File: src/rtl/vga_timing_gen.sv
// VGA timing generator: free-running column/row counters, sync/active/frame decode,
// latency-matched flag pipeline and blanked, re-registered video for the DAC.
module vga_timing_gen #(
    parameter int VIDEO_WIDTH      = 3,
    parameter int ACTIVE_COLS      = 640,
    parameter int FRONT_PORCH_HORZ = 16,
    parameter int SYNC_WIDTH_HORZ  = 96,
    parameter int BACK_PORCH_HORZ  = 48,
    parameter int ACTIVE_ROWS      = 480,
    parameter int FRONT_PORCH_VERT = 10,
    parameter int SYNC_WIDTH_VERT  = 2,
    parameter int BACK_PORCH_VERT  = 33,
    parameter int SYNC_ACTIVE_HIGH = 0,
    parameter int VIDEO_DELAY      = 2,
    parameter int COUNT_WIDTH      = 10
) (
    input  logic                   i_Clk,
    input  logic                   i_Rst_L,
    input  logic                   i_Enable,
    input  logic [VIDEO_WIDTH-1:0] i_Red_Video,
    input  logic [VIDEO_WIDTH-1:0] i_Grn_Video,
    input  logic [VIDEO_WIDTH-1:0] i_Blu_Video,
    output logic [COUNT_WIDTH-1:0] o_Col_Count,
    output logic [COUNT_WIDTH-1:0] o_Row_Count,
    output logic                   o_HSync,
    output logic                   o_VSync,
    output logic                   o_Active,
    output logic                   o_Frame_Start,
    output logic [VIDEO_WIDTH-1:0] o_Red_Video,
    output logic [VIDEO_WIDTH-1:0] o_Grn_Video,
    output logic [VIDEO_WIDTH-1:0] o_Blu_Video
);

    localparam int TOTAL_COLS = ACTIVE_COLS + FRONT_PORCH_HORZ + SYNC_WIDTH_HORZ + BACK_PORCH_HORZ;
    localparam int TOTAL_ROWS = ACTIVE_ROWS + FRONT_PORCH_VERT + SYNC_WIDTH_VERT + BACK_PORCH_VERT;
    localparam int LAT        = VIDEO_DELAY + 1;

    localparam logic [COUNT_WIDTH-1:0] COL_LAST   = COUNT_WIDTH'(TOTAL_COLS - 1);
    localparam logic [COUNT_WIDTH-1:0] ROW_LAST   = COUNT_WIDTH'(TOTAL_ROWS - 1);
    localparam logic [COUNT_WIDTH-1:0] COL_ACT    = COUNT_WIDTH'(ACTIVE_COLS);
    localparam logic [COUNT_WIDTH-1:0] ROW_ACT    = COUNT_WIDTH'(ACTIVE_ROWS);
    localparam logic [COUNT_WIDTH-1:0] HS_FIRST   = COUNT_WIDTH'(ACTIVE_COLS + FRONT_PORCH_HORZ);
    localparam logic [COUNT_WIDTH-1:0] HS_LAST    = COUNT_WIDTH'(ACTIVE_COLS + FRONT_PORCH_HORZ + SYNC_WIDTH_HORZ - 1);
    localparam logic [COUNT_WIDTH-1:0] VS_FIRST   = COUNT_WIDTH'(ACTIVE_ROWS + FRONT_PORCH_VERT);
    localparam logic [COUNT_WIDTH-1:0] VS_LAST    = COUNT_WIDTH'(ACTIVE_ROWS + FRONT_PORCH_VERT + SYNC_WIDTH_VERT - 1);
    localparam logic                   SYNC_POL   = (SYNC_ACTIVE_HIGH != 0);
    localparam logic [COUNT_WIDTH-1:0] ONE        = COUNT_WIDTH'(1);

    logic [COUNT_WIDTH-1:0] col_q, col_d;
    logic [COUNT_WIDTH-1:0] row_q, row_d;

    always_comb begin
        col_d = col_q;
        row_d = row_q;
        if (!i_Enable) begin
            col_d = '0;
            row_d = '0;
        end else if (col_q == COL_LAST) begin
            col_d = '0;
            row_d = (row_q == ROW_LAST) ? '0 : row_q + ONE;
        end else begin
            col_d = col_q + ONE;
        end
    end

    always_ff @(posedge i_Clk or negedge i_Rst_L) begin
        if (!i_Rst_L) begin
            col_q <= '0;
            row_q <= '0;
        end else begin
            col_q <= col_d;
            row_q <= row_d;
        end
    end

    // Flag vector layout: {frame, active, v_sync, h_sync}; all forced off while disabled.
    logic       h_sync, v_sync, active, frame;
    logic [3:0] flags_d;

    always_comb begin
        h_sync  = (col_q >= HS_FIRST) && (col_q <= HS_LAST);
        v_sync  = (row_q >= VS_FIRST) && (row_q <= VS_LAST);
        active  = (col_q < COL_ACT) && (row_q < ROW_ACT);
        frame   = (col_q == '0) && (row_q == '0);
        flags_d = {frame, active, v_sync, h_sync} & {4{i_Enable}};
    end

    logic [3:0] pipe_q   [LAT];
    logic [3:0] stage_in [LAT];

    for (genvar gi = 0; gi < LAT; gi++) begin : g_pipe
        if (gi == 0) begin : g_first
            assign stage_in[gi] = flags_d;
        end else begin : g_rest
            assign stage_in[gi] = pipe_q[gi-1];
        end

        always_ff @(posedge i_Clk or negedge i_Rst_L) begin
            if (!i_Rst_L) begin
                pipe_q[gi] <= '0;
            end else begin
                pipe_q[gi] <= stage_in[gi];
            end
        end
    end

    // One register stage on video lines up source data with the LAT-deep flag pipe.
    logic [VIDEO_WIDTH-1:0] red_q, grn_q, blu_q;

    always_ff @(posedge i_Clk or negedge i_Rst_L) begin
        if (!i_Rst_L) begin
            red_q <= '0;
            grn_q <= '0;
            blu_q <= '0;
        end else begin
            red_q <= i_Red_Video;
            grn_q <= i_Grn_Video;
            blu_q <= i_Blu_Video;
        end
    end

    logic [3:0] tail;
    assign tail = pipe_q[LAT-1];

    assign o_Col_Count   = col_q;
    assign o_Row_Count   = row_q;
    assign o_HSync       = tail[0] ~^ SYNC_POL;
    assign o_VSync       = tail[1] ~^ SYNC_POL;
    assign o_Active      = tail[2];
    assign o_Frame_Start = tail[3];
    assign o_Red_Video   = tail[2] ? red_q : '0;
    assign o_Grn_Video   = tail[2] ? grn_q : '0;
    assign o_Blu_Video   = tail[2] ? blu_q : '0;

endmodule
File: config.mk
export PLATFORM = sky130hd
export DESIGN_NAME = vga_timing_gen
export DESIGN_NICKNAME = d
export VERILOG_FILES = /design/src/rtl/vga_timing_gen.sv
export SDC_FILE = /design/constraint.sdc
export NUM_CORES = 1
export LEC_CHECK = 0
export BUFFER_PORTS_ARGS = -buffer_cell sky130_fd_sc_hd__clkbuf_2
export CAP_MARGIN = 25
export CORE_ASPECT_RATIO = 0.8
export CORE_MARGIN = 3
export CORE_UTILIZATION = 24
export CTS_CLUSTER_DIAMETER = 80
export CTS_CLUSTER_SIZE = 14
export DETAILED_ROUTE_END_ITERATION = 16
export GPL_TIMING_DRIVEN = 0
export PLACE_DENSITY = 0.41
export REMOVE_ABC_BUFFERS = 1
export SETUP_SLACK_MARGIN = 0.2
export SLEW_MARGIN = 20
export SYNTH_ARGS = -nofsm -noshare
export SYNTH_HDL_FRONTEND = slang
export SYNTH_SLANG_ARGS = --single-unit
File: constraint.sdc
create_clock -name i_Clk -period 5.1 [get_ports i_Clk]
set_clock_uncertainty 0.05 [all_clocks]
set_input_delay 0.255 -clock i_Clk [delete_from_list [all_inputs] [get_ports i_Clk]]
set_output_delay 0.255 -clock i_Clk [all_outputs]
set_load 0.05 [all_outputs]
=== After elaboration in Yosys (flattened, before gate mapping) ===
Index checks and enable logic that the tools add are counted.

* Bits in registers: 41
* Latch bits: 0
* RAM bits: 0
* ROM bits: 0
* Bits of input ports: 12
* Output and inout bits: 33
* Word-level logic and storage cells: 36
* Memories: 0

* Add/subtract/negate cells: 2
* $mul: 0
* Div/mod/pow operators: 0
* Magnitude comparators: 6
* Equal/unequal tests: 3
* Shift-type cells: 0
* Multiplexer cells: 8
* Bitwise operators: 3
* Reductions and logical operators: 6

{| class="wikitable"
|+ Operators with widths
! kind !! count
|-
| 2-to-1 mux 10 bit || 5
|-
| adder 10 x 1 -> 10 bit (second input constant) || 2
|-
| == test 10 bit (second input constant) || 2
|-
| zero test 10 bit || 2
|-
| >= comparator 10 bit (second input constant) || 1
|-
| >= comparator 10 x 9 -> 1 bit (second input constant) || 1
|-
| less-or-equal comparator 10 bit (second input constant) || 1
|-
| less-or-equal comparator 10 x 9 -> 1 bit (second input constant) || 1
|-
| < comparator 10 bit (second input constant) || 1
|-
| < comparator 10 x 9 -> 1 bit (second input constant) || 1
|-
| 2-to-1 mux 3 bit || 3
|-
| bitwise AND 4 bit || 1
|-
| logical AND 1 bit || 4
|-
| inequality test 2 x 1 -> 1 bit (second input constant) || 1
|-
| NOT 1 bit || 2
|}

=== Logic depth before layout (Yosys ltp) ===
Gate-level depths: netlist of run 1.

* Word-level depth: 4
* Depth in mapped cells: 6
* Depth with buffers taken out: 5

=== Worst setup path after synthesis of run 1 ===
No wires, ideal clock.

* Kind: flip-flop to flip-flop
* From: reg col_q[0] (netlist: o_Col_Count[0])
* To: reg row_q[7] (netlist: o_Row_Count[7])
* Library setup time: 156 ps
* Arrival: 1,924 ps
* Data required time: 4,894 ps
* Path slack: 2,969 ps
* Cell stages (with the launch flop): 7
* Buffers on the path: 1
* Clock period less this slack: 2,131 ps
* Path through: dfrtp_1 -> ha_1 -> nand4_1 -> or3_1 -> nand2_1 -> buf_2 -> a31oi_1

* Cells in the longest elaborated chain, start to end: 2

{| class="wikitable"
|+ Ends and longest elaborated chain
! what !! RTL line !! source
|-
| start: declaration || 49 || <nowiki>logic [COUNT_WIDTH-1:0] col_q, col_d;</nowiki>
|-
| start signal: assignment || 71 || <nowiki>col_q <= col_d;</nowiki>
|-
| == test 10 bit || 58 || <nowiki>end else if (col_q == COL_LAST) begin</nowiki>
|-
| inequality test 2 x 1 -> 1 bit (no source line) || -- ||
|-
| end signal: assignment || 72 || <nowiki>row_q <= row_d;</nowiki>
|-
| end: declaration || 50 || <nowiki>logic [COUNT_WIDTH-1:0] row_q, row_d;</nowiki>
|}

Every way passes these cells.
A chain may end at the register's enable or synchronous reset.

=== Worst setup path after layout of run 1 ===
* From: reg col_q[0] (netlist: o_Col_Count[0])
* To: reg row_q[8] (netlist: o_Row_Count[8])

The elaborated chain is that of the path after synthesis.

==> metrics.md, run 1 <==
| Metric | Value |
|---|---|
| Status | `finished clean` |
| CP startpoint kind | `flop` |
| Ys async rst share | `between 90% and 100%` |
| Sequential power share | `a little over 50%` |
| Slowest-stage cell, CP | `dfrtp_1` |
| Leak | `between 1 and 1.5 nW` |
| Routed wire length | `between 4 and 5 mm` |
| Top_reg_cell synth | `dfrtp_1` |
| Ports | `45` |
| Compound-Gate Fraction of Synth Area | `roughly 8.4%` |
| Max-slew violation count | `0` |
| Vias/cell | `4.40` |
| Total congestion overflow | `0` |
| Post-Synth Simple-Gate Area | `roughly a quarter` |
| Number of cell rows | `27` |
| Cells after synthesis | `about 160` |
| Clock network fraction of total power | `about 40%` |
| Clock Sinks | `41` |
| Total negative slack | `0 ns` |
| Max Clock Freq | `between 400 and 500 MHz` |
| CTS clk-pin slew, worst paths | `0.09 ns` |
| Die H | `between 80 and 90 microns` |
| Largest net degree at the start of global routing | `28` |
| Kind of critical path | `flop to flop` |
| Multiplexer share of the synthesized area | `0%` |
| Combinational Power Share | `~9.0%` |
| Hold Buf Count CTS | `4` |
| CP arrival | `2.17 ns` |
| CTS Buf Count | `5` |
| RSZ-0062 raised after global routing | `false` |
| DIE WIDTH | `roughly 100 microns` |
| Adder-cell share of the synthesized area | `under 10%` |
| Routed WL per cell | `between 10 and 15 microns` |
| Total power | `a little under 700 uW` |
| Layout net count | `234` |
| Synth warn | `0` |
| Layout cell share with drive strength beyond 1 | `roughly 27%` |
| Total Routing Usage GR | `slightly above 10%` |
| Crit-path max FO | `11` |
| Worst skew pair latency | `approximately 0.30 ns` |
| Initial core utilization | `about a quarter` |
| Final Hold Fails | `0` |
| Port-buffer cells | `44` |
| First-pass DRT Iterations | `4` |
| Antenna cells | `0` |
| CP required | `roughly 5.2 ns` |
| Avg Cell Area, Syn | `~11 sq um` |
| CTS tree | `built` |
| H-tree levels | `2` |
| Max-cap violation count | `0` |
| Peak supply drop | `0.104 mV` |
| Worst-margin pin slew | `approximately 0.53 ns` |
| Clock buffer depth | `2` |
| Core footprint | `roughly 0.007 sq mm` |
| Post-layout min period | `a little over 2 ns` |
| Largest family of logic cells by synthesized area | `simple AND/OR/NAND/NOR gates` |
| Switching Share | `26.0%` |
| Antenna viol nets, final | `0` |
| DR vias | `approximately 1300` |
| Initial antenna violation count | `0` |
| Syn-to-layout area delta | `27.8%` |
| Vias in the first global route | `1282` |
| Final setup violation count | `0` |
| CP Cell Sequence | `ha_1 -> nand4_1 -> or3_1 -> nand2_1 -> a31oi_1` |
| Number of synthesized register bits | `slightly above 40` |
| Rel. slew slack | `around 64%` |
| Post-CTS setup buffers | `0` |
| Hold crit path type | `input port to flop` |
| Post-Synth XOR/XNOR Area | `between 3 and 4%` |
| Crit path capture type | `flop` |
| P_int | `approximately 500 uW` |
| Pwr dens | `about 300 mW/mm^2` |
| Seq/Total Area, Yosys | `a little under three fifths` |
| CP max stage delay | `0.44 ns` |
| Net Switching | `approximately 170 uW` |
| Post-cts resize count | `0` |
| Crit share post-route | `approximately two fifths` |
| First-pass GRT wire length | `roughly 7.0 mm` |
| Synth unique cells | `33` |
| WP buf/inv | `0` |
| Synthesized area | `approximately 0.0018 sq mm` |
| DR DRC count | `0` |
| Root Driver | `clkbuf_8` |
| DIE AREA | `0.00861 sq mm` |
| Number of synthesized flops with an enable pin | `0` |
| Final HPWL DP | `between 2 and 3 mm` |
| CP delay by family, top | `simple AND/OR/NAND/NOR gates` |
| Gpl congestion | `roughly 0.72` |
| Detailed Route Iter0 Violations | `53` |
## worst paths after layout
check,startpoint,cells after the start,to,slack [ns]
min in group asynchronous,i_Rst_L,2,o_Row_Count[4],0.38
max in group asynchronous,i_Rst_L,3,grn_q[2],4.13
worst min register to register,pipe_q[11],0,pipe_q[7],0.30
worst max-delay path,o_Col_Count[0],5,o_Row_Count[8],3.03
worst min-delay path,i_Grn_Video[1],1,grn_q[1],0.02
worst max register to register,o_Col_Count[0],5,o_Row_Count[8],3.03
## layer usage
| metal | global-route usage, % | vias to the layer above | wire [microns] |
|---|---|---|---|
| met4 | 2.47 | 0 | 18 |
| met2 | 14.3 | 35 | 1770 |
| met1 | 15.1 | 618 | 2180 |
| li1 | - | 687 | - |
| met3 | 3.09 | 2 | 247 |
| met5 | 0 | - | 0 |
## flip-flops by register name (all words and copies together), names as in the netlist
signal       cells
o_Col_Count     10
o_Row_Count     10
pipe_q           8
tail             4
blu_q            3
grn_q            3
red_q            3
## cell usage after synthesis (2+ instances only)
cell | count | share of area, %
nand2_1 | 7 | 1.5
and4_1 | 4 | 1.9
xnor2_1 | 3 | 1.5
a21oi_1 | 6 | 1.7
and2_1 | 12 | 4.2
ha_1 | 5 | 3.5
xor2_1 | 5 | 2.4
nor3_1 | 4 | 1.1
o211ai_1 | 3 | 1.2
nand4b_1 | 2 | 0.97
nand4_1 | 5 | 1.7
dfrtp_1 | 41 | 57
nor4_1 | 2 | 0.69
o21ai_0 | 5 | 1.4
or3_1 | 5 | 1.7
a31oi_1 | 5 | 1.7
and3_1 | 2 | 0.69
clkbuf_1 | 2 | 0.42
o21ai_1 | 3 | 0.83
nor2_1 | 11 | 2.3
nand3_1 | 9 | 2.5
inv_1 | 11 | 2.3
## worst reg2reg max path, delay by kind of cell, from the launching register on
family | cells | cell delay, ns
adder cells (fa/ha/maj) | 1 | 0.24
flip-flops | 1 | 0.44
AO/OA/AOI/OAI | 1 | 0.15
AND/OR/NAND/NOR | 3 | 1.05
## power groups by stage
stage                     logic (mW)  registers (mW)  clock network (mW)
after floorplan               0.0243           0.355                   0
final                         0.0607           0.339               0.273
after CTS                     0.0617           0.339               0.284
after global placement        0.0574           0.345                   0
after detailed placement      0.0590           0.346                   0
after global routing          0.0663           0.341               0.296
## final cells by class
cell class | count | area, sq um
flip-flops and latches | 41 | 1030
repair buffers | 50 | 290
fillers | 760 | 4790
well taps | 87 | 109
inverters | 11 | 41.3
multi-input cells | 108 | 727
clock buffers | 5 | 68.8
clock inverters | 3 | 46.3
## cells by family (layout without fill, tap and decap cells)
kind of cell | after synthesis | after routing
XOR/XNOR | 8 | 8
flip-flops | 41 | 41
buffers and inverters | 14 | 69
adder cells (fa/ha/maj) | 5 | 5
AO/OA/AOI/OAI | 25 | 25
AND/OR/NAND/NOR | 70 | 70
## layout by cell type, fill, tap and decap left out, drive strengths merged
cell type	count
a211o	1
nand4	5
buf	1
nor3	4
and3	2
or3	5
xnor2	3
o31a	1
clkbuf	49
o21ai	8
and4	4
nor4	3
or2	1
clkinv	1
or4b	1
o211ai	3
a21oi	6
clkinvlp	1
dlygate4sd3	5
dfrtp	41
nand4bb	1
nor2	11
nand2	7
nand3	9
nand4b	2
nand3b	1
ha	5
a31oi	5
and2	13
bufinv	1
xor2	5
o211a	1
inv	11
nor4b	1
## metrics by stage
stage / instance area (sq um) / util (%) / setup WS [ns] / cells / hold slack (ns)
2_1_floorplan: 1790 / - / 2.98 / 160 / -0.0906
3_3_place_gp: 2120 / 29.9 / 3.00 / 291 / 0.283
3_5_place_dp: 2140 / 30.2 / 3.01 / 292 / 0.179
4_1_cts: 2300 / 32.4 / 3.00 / 304 / 0.000354
5_1_grt: 2310 / 32.5 / 2.83 / 305 / 0.00222
6_report: 2310 / 32.5 / 3.03 / 305 / 0.0174
(Power assumes the default switching activity.)
==> run 2: changes to the inputs <==
==> constraint.sdc (replaced) <==
create_clock -name i_Clk -period 2.11 [get_ports i_Clk]
set_clock_uncertainty 0.05 [all_clocks]
set_input_delay 0.1055 -clock i_Clk [delete_from_list [all_inputs] [get_ports i_Clk]]
set_output_delay 0.1055 -clock i_Clk [all_outputs]
set_load 0.05 [all_outputs]
==> metrics.md, run 2 (synthesis results as in run 1) <==
| Metric | Value |
|---|---|
| Status | `finished clean (unchanged)` |
| Rel. slew slack | `70.5% (was 64.2%)` |
| Register area | `0.00103 sq mm (unchanged)` |
| Initial core utilization | `25.5% (unchanged)` |
| FILL cells | `759 (was 760)` |
| DR DRC count | `0 (unchanged)` |
| Core footprint | `0.00709 sq mm (unchanged)` |
| Crit share post-route | `85.3% (was 40.5%)` |
| Leak | `1.13 nW (was 1.06 nW)` |
| Peak supply drop | `0.251 mV (was 0.104 mV)` |
| Max Clock Freq | `556 MHz (was 484 MHz)` |
| Slowest-stage cell, CP | `o31a_1 (was dfrtp_1)` |
| Vias/cell | `4.44 (was 4.40)` |
| DIE AREA | `0.00861 sq mm (unchanged)` |
| RSZ-0062 raised after global routing | `false (unchanged)` |
| CTS tree | `built (unchanged)` |
| CP required | `2.28 ns (was 5.21 ns)` |
| DIE WIDTH | `103 microns (unchanged)` |
| CP arrival | `1.97 ns (was 2.17 ns)` |
| Routed WL per cell | `13.7 microns (was 13.8 microns)` |
| Syn-to-layout area delta | `35.5% (was 27.8%)` |
| Die H | `83.6 microns (unchanged)` |
| Total congestion overflow | `0 (unchanged)` |
| Final Hold Fails | `0 (unchanged)` |
| Worst-margin pin slew | `0.443 ns (was 0.535 ns)` |
| Layout cell share with drive strength beyond 1 | `30.6% (was 27.1%)` |
| H-tree levels | `2 (unchanged)` |
| Max-slew violation count | `0 (unchanged)` |
| Clock Sinks | `41 (unchanged)` |
| Leading cell type in the layout, fill and taps excluded | `clkbuf_2 (unchanged)` |
| Vias in the first global route | `1363 (was 1282)` |
| First-pass DRT Iterations | `4 (unchanged)` |
| CTS Buf Count | `5 (unchanged)` |
| Max-cap violation count | `0 (unchanged)` |
| Kind of critical path | `flop to flop (unchanged)` |
| Total negative slack | `0 ns (unchanged)` |
| Routed wire length | `4.36 mm (was 4.21 mm)` |
| Final setup violation count | `0 (unchanged)` |
| Number of cell rows | `27 (unchanged)` |
| Final worst slack | `0.310 ns (was 3.03 ns)` |
| Worst skew pair latency | `0.30 ns (about the same)` |
| Initial antenna violation count | `0 (unchanged)` |
| CTS clk-pin slew, worst paths | `0.09 ns (about the same)` |
| Largest net degree at the start of global routing | `28 (unchanged)` |
| Post-layout min period | `1.80 ns (was 2.07 ns)` |
| Multi-input gate area | `736 sq um (was 727 sq um)` |
| Hold crit path type | `input port to flop (unchanged)` |
| First-pass GRT wire length | `7.22 mm (was 6.96 mm)` |
| Antenna viol nets, final | `0 (unchanged)` |
| Layout net count | `248 (was 234)` |
| CP startpoint kind | `flop (unchanged)` |
| Final HPWL DP | `2.92 mm (unchanged)` |
| Root Driver | `clkbuf_8 (unchanged)` |
| Ports | `45 (unchanged)` |
| Antenna cells | `0 (unchanged)` |
| Gpl congestion | `0.722 (unchanged)` |
| Pwr dens | `672 mW/mm^2 (was 292 mW/mm^2)` |
| Leading cell types in the layout, fill and taps excluded | `clkbuf_2 (44), dfrtp_1 (41), and2_1 (12) (unchanged)` |
| DR vias | `1416 (was 1342)` |
| Crit-path max FO | `8 (was 11)` |
| Detailed Route Iter0 Violations | `72 (was 53)` |
| CP Cell Sequence | `ha_2 -> nand4_1 -> o31a_1 -> or3_1 -> a21oi_1 (was ha_1 -> nand4_1 -> or3_1 -> nand2_1 -> a31oi_1)` |
| Total Routing Usage GR | `10.6% (was 10.2%)` |
| CP max stage delay | `0.39 ns (was 0.44 ns)` |
| Port-buffer cells | `44 (unchanged)` |
| Clock buffer depth | `2 (unchanged)` |
| Crit path capture type | `flop (unchanged)` |
| Pre-CTS WS | `0.0231 ns (was 3.01 ns)` |
-- run 2: cell types whose count changed in the layout (fill, tap and decap cells not counted) --
| cell | change |
|---|---|
| buf_12 | +1 |
| buf_4 | +8 |
| dlygate4sd3_1 | +5 |
| ha_1 | -1 |
| ha_2 | +1 |
| nand2_1 | -1 |
| nand2_2 | +1 |
| o21ai_1 | -1 |
| o21ai_2 | +1 |
-- run 2: power by group --
part,total (mW),switching [mW],internal [mW]
combinational,0.166,0.111,0.0545
clock,0.663,0.308,0.355
sequential,0.817,0.00998,0.807
-- run 2: what timing repair did --
item                       in CTS  in global routing
pin swaps                       2                  4
setup endpoints to repair      16                 10
setup buffers                   6                  3
hold endpoints to repair       23                  0
resized for setup               3                  0
hold buffers                   10                  0
-- run 2: critical path, delay by kind of cell, from the launching register on --
family                   cells  cell delay (ns)
AO/OA/AOI/OAI                2             0.55
AND/OR/NAND/NOR              2             0.57
flip-flops                   1             0.36
adder cells (fa/ha/maj)      1             0.21
-- run 2: cell type report --
| class | count | share of cell area [%] |
|---|---|---|
| clock buffer | 5 | 2.81 |
| clock inverter | 3 | 1.89 |
| inverter | 11 | 1.69 |
| multi-input combinational | 108 | 30.1 |
| sequential | 41 | 41.9 |
| tap | 87 | 4.45 |
| timing repair buffer | 64 | 17.2 |
-- run 2: path summary, 6_finish.rpt --
kind	start	slack (ns)	depth (start not counted)	endpoint
worst max-delay path	o_Col_Count[0]	0.31	5	o_Row_Count[6]
worst min-delay path	i_Enable	0.15	2	o_Row_Count[2]
worst max register to register	o_Col_Count[0]	0.31	5	o_Row_Count[6]
worst min register to register	pipe_q[11]	0.30	0	pipe_q[7]
max in group asynchronous	i_Rst_L	1.29	3	grn_q[2]
min in group asynchronous	i_Rst_L	0.23	2	o_Row_Count[4]
-- run 2: metal layers --
layer | wire length (microns) | global-route usage [%]
met5 | 0 | 0
met4 | 32 | 2.47
met3 | 275 | 3.09
met2 | 1880 | 15.3
met1 | 2170 | 15.5
-- run 2: metrics by stage --
step,cell area (sq um),hold slack (ns),std cells,power [mW],utilization [%]
6_report,2450,0.151,319,1.65,34.5
4_1_cts,2410,0.142,316,1.67,34.0
5_1_grt,2450,0.171,319,1.72,34.5
3_3_place_gp,2120,0.165,291,0.974,29.9
2_1_floorplan,1790,-0.240,160,0.918,-
3_5_place_dp,2140,0.0293,292,0.978,30.2
